$ cat src/rtl/lcd_panel_responder_if.sv
// Parallel character-LCD bus: controller (master) drives e/rs/rw/lcd_data, panel (slave) returns read data and busy.
// Pure wiring, no latency; the busy flag is the panel's only backpressure.
interface lcd_panel_responder_if;
    logic       e;
    logic       rs;
    logic       rw;
    logic [7:0] lcd_data;
    logic [7:0] rd_data;
    logic       rd_valid;
    logic       busy_flag;

    modport master (
        output e, rs, rw, lcd_data,
        input  rd_data, rd_valid, busy_flag
    );

    modport slave (
        input  e, rs, rw, lcd_data,
        output rd_data, rd_valid, busy_flag
    );
endinterface

$ cat src/rtl/lcd_panel_responder.sv
// HD44780-style panel model: decodes bus transfers, holds display state, 80-byte DDRAM and busy flag.
// Transfer executes on the e falling edge; all effects are registered one cycle later.
// Backpressure via busy_flag; non-status transfers while busy are dropped and set err. Option: LCD_RSP_SHIFT_EN.
module lcd_panel_responder #(
    parameter int BUSY_SHORT = 40,
    parameter int BUSY_LONG  = 160,
    parameter int E_MIN      = 2
) (
    input  logic                  clk,
    input  logic                  rst_n,
    lcd_panel_responder_if.slave  bus,
    output logic [6:0]            ddram_addr,
    output logic                  disp_on,
    output logic                  cursor_on,
    output logic                  blink_on,
    output logic                  entry_id,
    output logic                  entry_s,
    output logic                  func_dl,
    output logic                  func_n,
    output logic                  func_f,
    output logic [5:0]            shift_ofs,
    output logic                  err,
    input  logic [6:0]            dbg_addr,
    output logic [7:0]            dbg_data
);
    localparam int BW  = $clog2(BUSY_LONG + 1);
    localparam int ECW = $clog2(E_MIN + 1);

    logic [7:0]     ddram [0:79];
    logic           e_q, rs_l, rw_l;
    logic [7:0]     data_l;
    logic [ECW-1:0] ecnt;
    logic [BW-1:0]  busy_cnt;
    logic           fill_active;
    logic [6:0]     fill_idx;
    logic [7:0]     rd_data_q;
    logic           rd_valid_q;

    logic           fall, pulse_ok, is_busy, wr_data_ok;
    logic [6:0]     ac_idx;
    logic           mem_we;
    logic [6:0]     mem_a;
    logic [7:0]     mem_d;

    function automatic logic [6:0] ac_step(input logic [6:0] ac, input logic inc, input logic n);
        if (n) begin
            if (inc) return (ac == 7'h27) ? 7'h40 : (ac == 7'h67) ? 7'h00 : ac + 7'd1;
            else     return (ac == 7'h40) ? 7'h27 : (ac == 7'h00) ? 7'h67 : ac - 7'd1;
        end else begin
            if (inc) return (ac == 7'h4F) ? 7'h00 : ac + 7'd1;
            else     return (ac == 7'h00) ? 7'h4F : ac - 7'd1;
        end
    endfunction

    function automatic logic addr_legal(input logic [6:0] a, input logic n);
        if (n) return (a <= 7'h27) || (a >= 7'h40 && a <= 7'h67);
        else   return a <= 7'h4F;
    endfunction

`ifdef LCD_RSP_SHIFT_EN
    function automatic logic [5:0] ofs_step(input logic [5:0] ofs, input logic right);
        if (right) return (ofs == 6'd39) ? 6'd0 : ofs + 6'd1;
        else       return (ofs == 6'd0) ? 6'd39 : ofs - 6'd1;
    endfunction
`endif

    assign fall          = e_q & ~bus.e;
    assign pulse_ok      = (ecnt == ECW'(E_MIN));
    assign is_busy       = (busy_cnt != '0);
    assign bus.busy_flag = is_busy;
    assign bus.rd_data   = rd_data_q;
    assign bus.rd_valid  = rd_valid_q;
    assign ac_idx        = func_n ? ((ddram_addr[6] ? 7'd40 : 7'd0) + {1'b0, ddram_addr[5:0]}) : ddram_addr;
    assign wr_data_ok    = fall & pulse_ok & ~is_busy & rs_l & ~rw_l;
    assign dbg_data      = (dbg_addr < 7'd80) ? ddram[dbg_addr] : 8'h00;

    // The clear fill owns the write port; bus writes cannot collide since they are refused while busy.
    always_comb begin
        mem_we = 1'b0;
        mem_a  = ac_idx;
        mem_d  = data_l;
        if (fill_active) begin
            mem_we = 1'b1;
            mem_a  = fill_idx;
            mem_d  = 8'h20;
        end else if (wr_data_ok && ac_idx < 7'd80) begin
            mem_we = 1'b1;
        end
    end

    always_ff @(posedge clk) begin
        if (mem_we) ddram[mem_a] <= mem_d;
    end

    always_ff @(posedge clk or negedge rst_n) begin
        if (!rst_n) begin
            e_q         <= 1'b0;
            rs_l        <= 1'b0;
            rw_l        <= 1'b0;
            data_l      <= 8'h00;
            ecnt        <= '0;
            busy_cnt    <= BW'(BUSY_LONG);
            fill_active <= 1'b1;
            fill_idx    <= 7'd0;
            rd_data_q   <= 8'h00;
            rd_valid_q  <= 1'b0;
            ddram_addr  <= 7'd0;
            disp_on     <= 1'b0;
            cursor_on   <= 1'b0;
            blink_on    <= 1'b0;
            entry_id    <= 1'b1;
            entry_s     <= 1'b0;
            func_dl     <= 1'b0;
            func_n      <= 1'b0;
            func_f      <= 1'b0;
            err         <= 1'b0;
`ifdef LCD_RSP_SHIFT_EN
            shift_ofs   <= 6'd0;
`endif
        end else begin
            e_q        <= bus.e;
            rd_valid_q <= 1'b0;
            if (bus.e) begin
                rs_l   <= bus.rs;
                rw_l   <= bus.rw;
                data_l <= bus.lcd_data;
                if (ecnt != ECW'(E_MIN)) ecnt <= ecnt + 1'b1;
            end else begin
                ecnt <= '0;
            end
            if (is_busy) busy_cnt <= busy_cnt - 1'b1;
            if (fill_active) begin
                fill_idx <= fill_idx + 7'd1;
                if (fill_idx == 7'd79) fill_active <= 1'b0;
            end

            if (fall) begin
                if (!pulse_ok) begin
                    err <= 1'b1;
                end else if (!rs_l && rw_l) begin
                    rd_data_q  <= {is_busy, ddram_addr};
                    rd_valid_q <= 1'b1;
                end else if (is_busy) begin
                    err <= 1'b1;
                end else if (rw_l) begin
                    rd_data_q  <= (ac_idx < 7'd80) ? ddram[ac_idx] : 8'h00;
                    rd_valid_q <= 1'b1;
                    ddram_addr <= ac_step(ddram_addr, entry_id, func_n);
                end else if (rs_l) begin
                    busy_cnt   <= BW'(BUSY_SHORT);
                    ddram_addr <= ac_step(ddram_addr, entry_id, func_n);
`ifdef LCD_RSP_SHIFT_EN
                    // Incrementing entry with S=1 scrolls the display left, so the offset drops.
                    if (entry_s) shift_ofs <= ofs_step(shift_ofs, ~entry_id);
`endif
                end else begin
                    busy_cnt <= BW'(BUSY_SHORT);
                    casez (data_l)
                        8'b1???????: begin
                            if (addr_legal(data_l[6:0], func_n)) ddram_addr <= data_l[6:0];
                            else                                  err        <= 1'b1;
                        end
                        8'b01??????: ;
                        8'b001?????: begin
                            func_dl <= data_l[4];
                            func_n  <= data_l[3];
                            func_f  <= data_l[2];
                        end
                        8'b0001????: begin
                            if (!data_l[3]) ddram_addr <= ac_step(ddram_addr, data_l[2], func_n);
`ifdef LCD_RSP_SHIFT_EN
                            else            shift_ofs  <= ofs_step(shift_ofs, data_l[2]);
`endif
                        end
                        8'b00001???: begin
                            disp_on   <= data_l[2];
                            cursor_on <= data_l[1];
                            blink_on  <= data_l[0];
                        end
                        8'b000001??: begin
                            entry_id <= data_l[1];
                            entry_s  <= data_l[0];
                        end
                        8'b0000001?: begin
                            ddram_addr <= 7'd0;
                            busy_cnt   <= BW'(BUSY_LONG);
`ifdef LCD_RSP_SHIFT_EN
                            shift_ofs  <= 6'd0;
`endif
                        end
                        8'b00000001: begin
                            ddram_addr  <= 7'd0;
                            entry_id    <= 1'b1;
                            fill_active <= 1'b1;
                            fill_idx    <= 7'd0;
                            busy_cnt    <= BW'(BUSY_LONG);
`ifdef LCD_RSP_SHIFT_EN
                            shift_ofs   <= 6'd0;
`endif
                        end
                        default: ;
                    endcase
                end
            end
        end
    end

`ifndef LCD_RSP_SHIFT_EN
    assign shift_ofs = 6'd0;
`endif
endmodule

$ cat src/flat_wrapper.sv
// flat-port wrapper written by rule: the top's interface ports become plain ports
module lcd_panel_responder_flat 
#(
    parameter int BUSY_SHORT = 40,
    parameter int BUSY_LONG  = 160,
    parameter int E_MIN      = 2
)
  (clk, rst_n, ddram_addr, disp_on, cursor_on, blink_on, entry_id, entry_s, func_dl, func_n, func_f, shift_ofs, err, dbg_addr, dbg_data, bus_e, bus_rs, bus_rw, bus_lcd_data, bus_rd_data, bus_rd_valid, bus_busy_flag);
  lcd_panel_responder_if bus_i ();
  input  logic clk;
  input  logic rst_n;
  output logic [6:0] ddram_addr;
  output logic disp_on;
  output logic cursor_on;
  output logic blink_on;
  output logic entry_id;
  output logic entry_s;
  output logic func_dl;
  output logic func_n;
  output logic func_f;
  output logic [5:0] shift_ofs;
  output logic err;
  input  logic [6:0] dbg_addr;
  output logic [7:0] dbg_data;
  input wire logic [$bits(bus_i.e)-1:0] bus_e;
  input wire logic [$bits(bus_i.rs)-1:0] bus_rs;
  input wire logic [$bits(bus_i.rw)-1:0] bus_rw;
  input wire logic [$bits(bus_i.lcd_data)-1:0] bus_lcd_data;
  output wire logic [$bits(bus_i.rd_data)-1:0] bus_rd_data;
  output wire logic [$bits(bus_i.rd_valid)-1:0] bus_rd_valid;
  output wire logic [$bits(bus_i.busy_flag)-1:0] bus_busy_flag;
  assign bus_i.e = bus_e;
  assign bus_i.rs = bus_rs;
  assign bus_i.rw = bus_rw;
  assign bus_i.lcd_data = bus_lcd_data;
  assign bus_rd_data = bus_i.rd_data;
  assign bus_rd_valid = bus_i.rd_valid;
  assign bus_busy_flag = bus_i.busy_flag;
  lcd_panel_responder #(.BUSY_SHORT(BUSY_SHORT), .BUSY_LONG(BUSY_LONG), .E_MIN(E_MIN)) u_core (.clk(clk), .rst_n(rst_n), .bus(bus_i), .ddram_addr(ddram_addr), .disp_on(disp_on), .cursor_on(cursor_on), .blink_on(blink_on), .entry_id(entry_id), .entry_s(entry_s), .func_dl(func_dl), .func_n(func_n), .func_f(func_f), .shift_ofs(shift_ofs), .err(err), .dbg_addr(dbg_addr), .dbg_data(dbg_data));
endmodule
$ cat config.mk
export PLATFORM = sky130hd
export DESIGN_NAME = lcd_panel_responder_flat
export DESIGN_NICKNAME = d
export VERILOG_FILES = /design/src/rtl/lcd_panel_responder_if.sv /design/src/rtl/lcd_panel_responder.sv /design/src/flat_wrapper.sv
export SDC_FILE = /design/constraint.sdc
export NUM_CORES = 1
export LEC_CHECK = 0
export CORE_UTILIZATION = 30
export DETAILED_ROUTE_END_ITERATION = 6
export HOLD_SLACK_MARGIN = 0.05
export PLACE_DENSITY = 0.49
export SLEW_MARGIN = 20
export SYNTH_ARGS = -nofsm -noshare
export SYNTH_HDL_FRONTEND = slang
export SYNTH_SLANG_ARGS = --single-unit
$ cat constraint.sdc
create_clock -name clk -period 11 [get_ports clk]
set_clock_uncertainty 0.15 [all_clocks]
set_input_delay 1.1 -clock clk [delete_from_list [all_inputs] [get_ports clk]]
set_output_delay 1.1 -clock clk [all_outputs]
set_load 0.01 [all_outputs]
==> results.py <==
metrics = {
    "drt": {
        "wl_um": 110000,
        "drtIter0Drc": 2331,
        "viasPerCell": 5.69,
        "antenna_left": 0,
        "drc_errors": 0,
        "vias": 20523,
        "avgRoutedWirePerCell_um": 30.5,
        "drtPass1Iterations": 7,
    },
    "final_layout": {
        "layout_common_cells": "edfxtp_1, mux4_2, nor2_1",
        "fill_cells": 10503,
        "fin_util_pct": 34.8,
        "drive_gt1_share_pct": 27.7,
        "syn2layout_area_growth_pct": 14.7,
        "final_nets": 2082,
        "final_common_cell": "edfxtp_1",
    },
    "worst_setup_path": {
        "path_max_fanout": 54,
        "path_cells": "buf_8, buf_4, mux4_2, nor2b_1, a211oi_1, a2111oi_1, a2111oi_0, a21oi_1, clkdlybuf4s50_1",
        "critPathRequiredTime_ns": 9.75,
        "criticalPathCategory": "in2out",
        "crit_arrival_ns": 5.57,
        "critPathLaunchType": "input port",
        "max_stage_delay_ns": 0.79,
        "end_kind": "primary output",
        "crit_path_top_delay_cell": "a2111oi_0",
    },
    "logic_synthesis": {
        "synthesis.area_sq_um": 33700,
        "yosysTopAreaCellShare_pct": 57.0,
        "syn_inst": 1996,
        "synth-seq-cells": 694,
        "yosys.area.top_type": "edfxtp_1",
        "synth_seq_area_share_pct": 61.1,
        "synth_edf_count": 640,
        "synth_area_per_cell_sq_um": 16.9,
        "yosys-top-cells-area": "edfxtp_1, mux4_2, dfrtp_1, mux2i_1, nor2_1",
        "async_reset_ff_share_pct": 7.78,
        "synth_warnings": 0,
        "synth_ff_type": "edfxtp_1",
        "synth.distinct_cells": 73,
    },
    "floorplan": {
        "die_x_um": 337,
        "ios": 60,
        "num_rows": 122,
        "fp.dieH_um": 337,
        "initial_core_util_pct": 30.4,
        "dieArea_sq_um": 114000,
        "core_sq_um": 111000,
    },
    "global_routing": {
        "grt_pass1_wl_um": 156000,
        "first_global_vias": 20523,
        "overflow": 0,
        "grt_max_degree": 84,
        "grt_antenna_before_repair": 3,
        "grt_usage_pct": 19.5,
    },
    "pwr": {
        "p_total_uw": 5800,
        "p_int_uw": 4540,
        "p_comb_share_pct": 3.6,
        "netSwitchingPower_uw": 1270,
        "p_clk_share_pct": 46.6,
        "p_leak_uw": 0.0111,
        "power_density_nw_per_um2": 150,
        "seqPwrFrac_pct": 49.8,
        "ir_worst_vdd_mv": 0.119,
        "swShare_pct": 21.9,
    },
    "sta": {
        "finalWorstSetupSlack_ns": 4.18,
        "setup_tns_ns": 0,
        "tightest_slew_ns": 1.15,
        "hold_viol_final": 0,
        "hold_slack_ns": 0.340,
        "fmax_ghz": 0.147,
        "maxSlewViolCount": 0,
        "rsz0062_at_grt": "false",
        "timing.final.crit_period_ns": 6.82,
        "max_slew_margin_pct": 23.0,
        "setup_violations": 0,
        "fin_crit_sh_pct": 62.0,
    },
    "placed_design": {
        "gp_congestion": 0.912,
        "dp_hpwl_um": 69500,
        "port-buffer-count": 53,
        "place_ws_ns": 4.12,
    },
    "clock_network": {
        "cts_setup_buffers": 0,
        "ctsHoldBuffers": 0,
        "h-tree-depth": 3,
        "clkSinkCount": 694,
        "insertion_delay_ns": 0.66,
        "root_buffer": "clkbuf_16",
        "cts_tree": "built",
        "path_clk_slew_ns": 0.06,
        "cts_inserted_buffers": 79,
        "ctsResizeCount": 0,
        "ctsLongestPathBuffers": 3,
    },
    "flow_run": {
        "drv_cap": 0,
    },
    "hold_path": {
        "hp-class": "reg2reg",
    },
    "status": {
        "outcome": "completed",
    },
}
-- critical path, delay by kind of cell --
kind	cells	cell delay (ns)
AO/OA/AOI/OAI	4	1.81
buffers and inverters	3	1.76
multiplexers	1	0.58
AND/OR/NAND/NOR	1	0.14
-- cell type report --
| cell class | count | area, sq um | area share (%) |
|---|---|---|---|
| sequential | 694 | 20600 | 53.3 |
| multi-input combinational | 1142 | 12400 | 32.2 |
| clock buffer | 98 | 2090 | 5.41 |
| tap | 1488 | 1860 | 4.82 |
| timing repair buffer | 123 | 1090 | 2.81 |
| clock inverter | 44 | 514 | 1.33 |
| inverter | 14 | 52.6 | 0.136 |
| antenna | 2 | 5.00 | 0.0130 |
-- logic make-up (layout without fill, tap and decap cells) --
group | after synthesis | after routing | share of synthesized area [%]
xor+xnor | 12 | 12 | 0.312
flops | 694 | 694 | 61.1
buf+inv | 165 | 279 | 2.43
fa+ha+maj | 8 | 8 | 0.297
mux | 453 | 453 | 24.9
other cells | 1 | 8 | 0.0111
simple gates | 377 | 377 | 5.19
compound gates | 286 | 286 | 5.81
-- through the flow --
step                      instance area, sq um  instances
after floorplan                          33700       2001
after global placement                   36000       3460
after detailed placement                 36000       3460
after CTS                                38600       3602
after global routing                     38600       3603
final                                    38600       3605
-- Yosys cell counts (5+ instances only) --
master / number
o21ai_0: 53
or3_1: 8
edfxtp_1: 640
mux2_2: 54
a211oi_1: 26
nor3_1: 25
xnor2_1: 8
nand3_1: 15
nor2b_1: 27
buf_2: 42
nor2_1: 173
o221ai_1: 10
nand2_2: 8
mux2i_1: 96
a21oi_1: 47
a22oi_1: 11
nand2_1: 72
ha_1: 8
buf_4: 25
dfrtp_1: 50
mux4_2: 303
nand2b_1: 13
a2111oi_0: 27
o22ai_1: 38
clkbuf_1: 59
o31ai_1: 9
nand4_1: 5
o211ai_1: 7
o32ai_1: 5
buf_1: 18
a31oi_1: 13
and2_1: 5
inv_1: 11
buf_6: 7
a221oi_1: 5
-- worst paths after layout --
kind / endpoint / cells past startpoint / slack (ns) / from
min in group asynchronous: u_core.disp_on / 2 / 0.48 / rst_n
min: u_core.err / 1 / 0.34 / u_core.err
min reg2reg: u_core.err / 1 / 0.34 / u_core.err
max in group asynchronous: u_core.ddram_addr[1] / 2 / 9.63 / rst_n
max: dbg_data[3] / 9 / 4.18 / dbg_addr[0]
max reg2reg: u_core.bus.rd_data[3] / 9 / 6.06 / u_core.ddram_addr[0]
-- sequential cells by signal, summed over array words and instances (netlist names), 2 cells and up --
| signal | count |
|---|---|
| u_core.data_l | 8 |
| u_core.ddram_addr | 7 |
| u_core.fill_idx | 7 |
| u_core.ddram | 640 |
| u_core.busy_cnt | 8 |
| u_core.bus.rd_data | 8 |
| u_core.ecnt | 2 |
-- per-layer routing --
| metal | share of wire [%] | vias to the layer above | track usage [%] | wire length (um) |
|---|---|---|---|---|
| met3 | 8.6 | 189 | 4.69 | 9510 |
| met1 | 41 | 10934 | 26.3 | 45500 |
| met4 | 3.9 | 2 | 7.44 | 4340 |
| met5 | 0.010 | - | 0 | 11 |
| li1 | - | 8418 | - | - |
| met2 | 46 | 980 | 30.2 | 50700 |
-- power by group through the flow --
stage          logic (uW)  clock network (uW)  registers, uW
4_1_cts               208                2750           2890
3_3_place_gp          206                   0           2940
6_report              208                2700           2890
5_1_grt               221                2850           2890
2_1_floorplan         128                   0           2920
3_5_place_dp          207                   0           2940
Power figures use the tool's default switching activity.
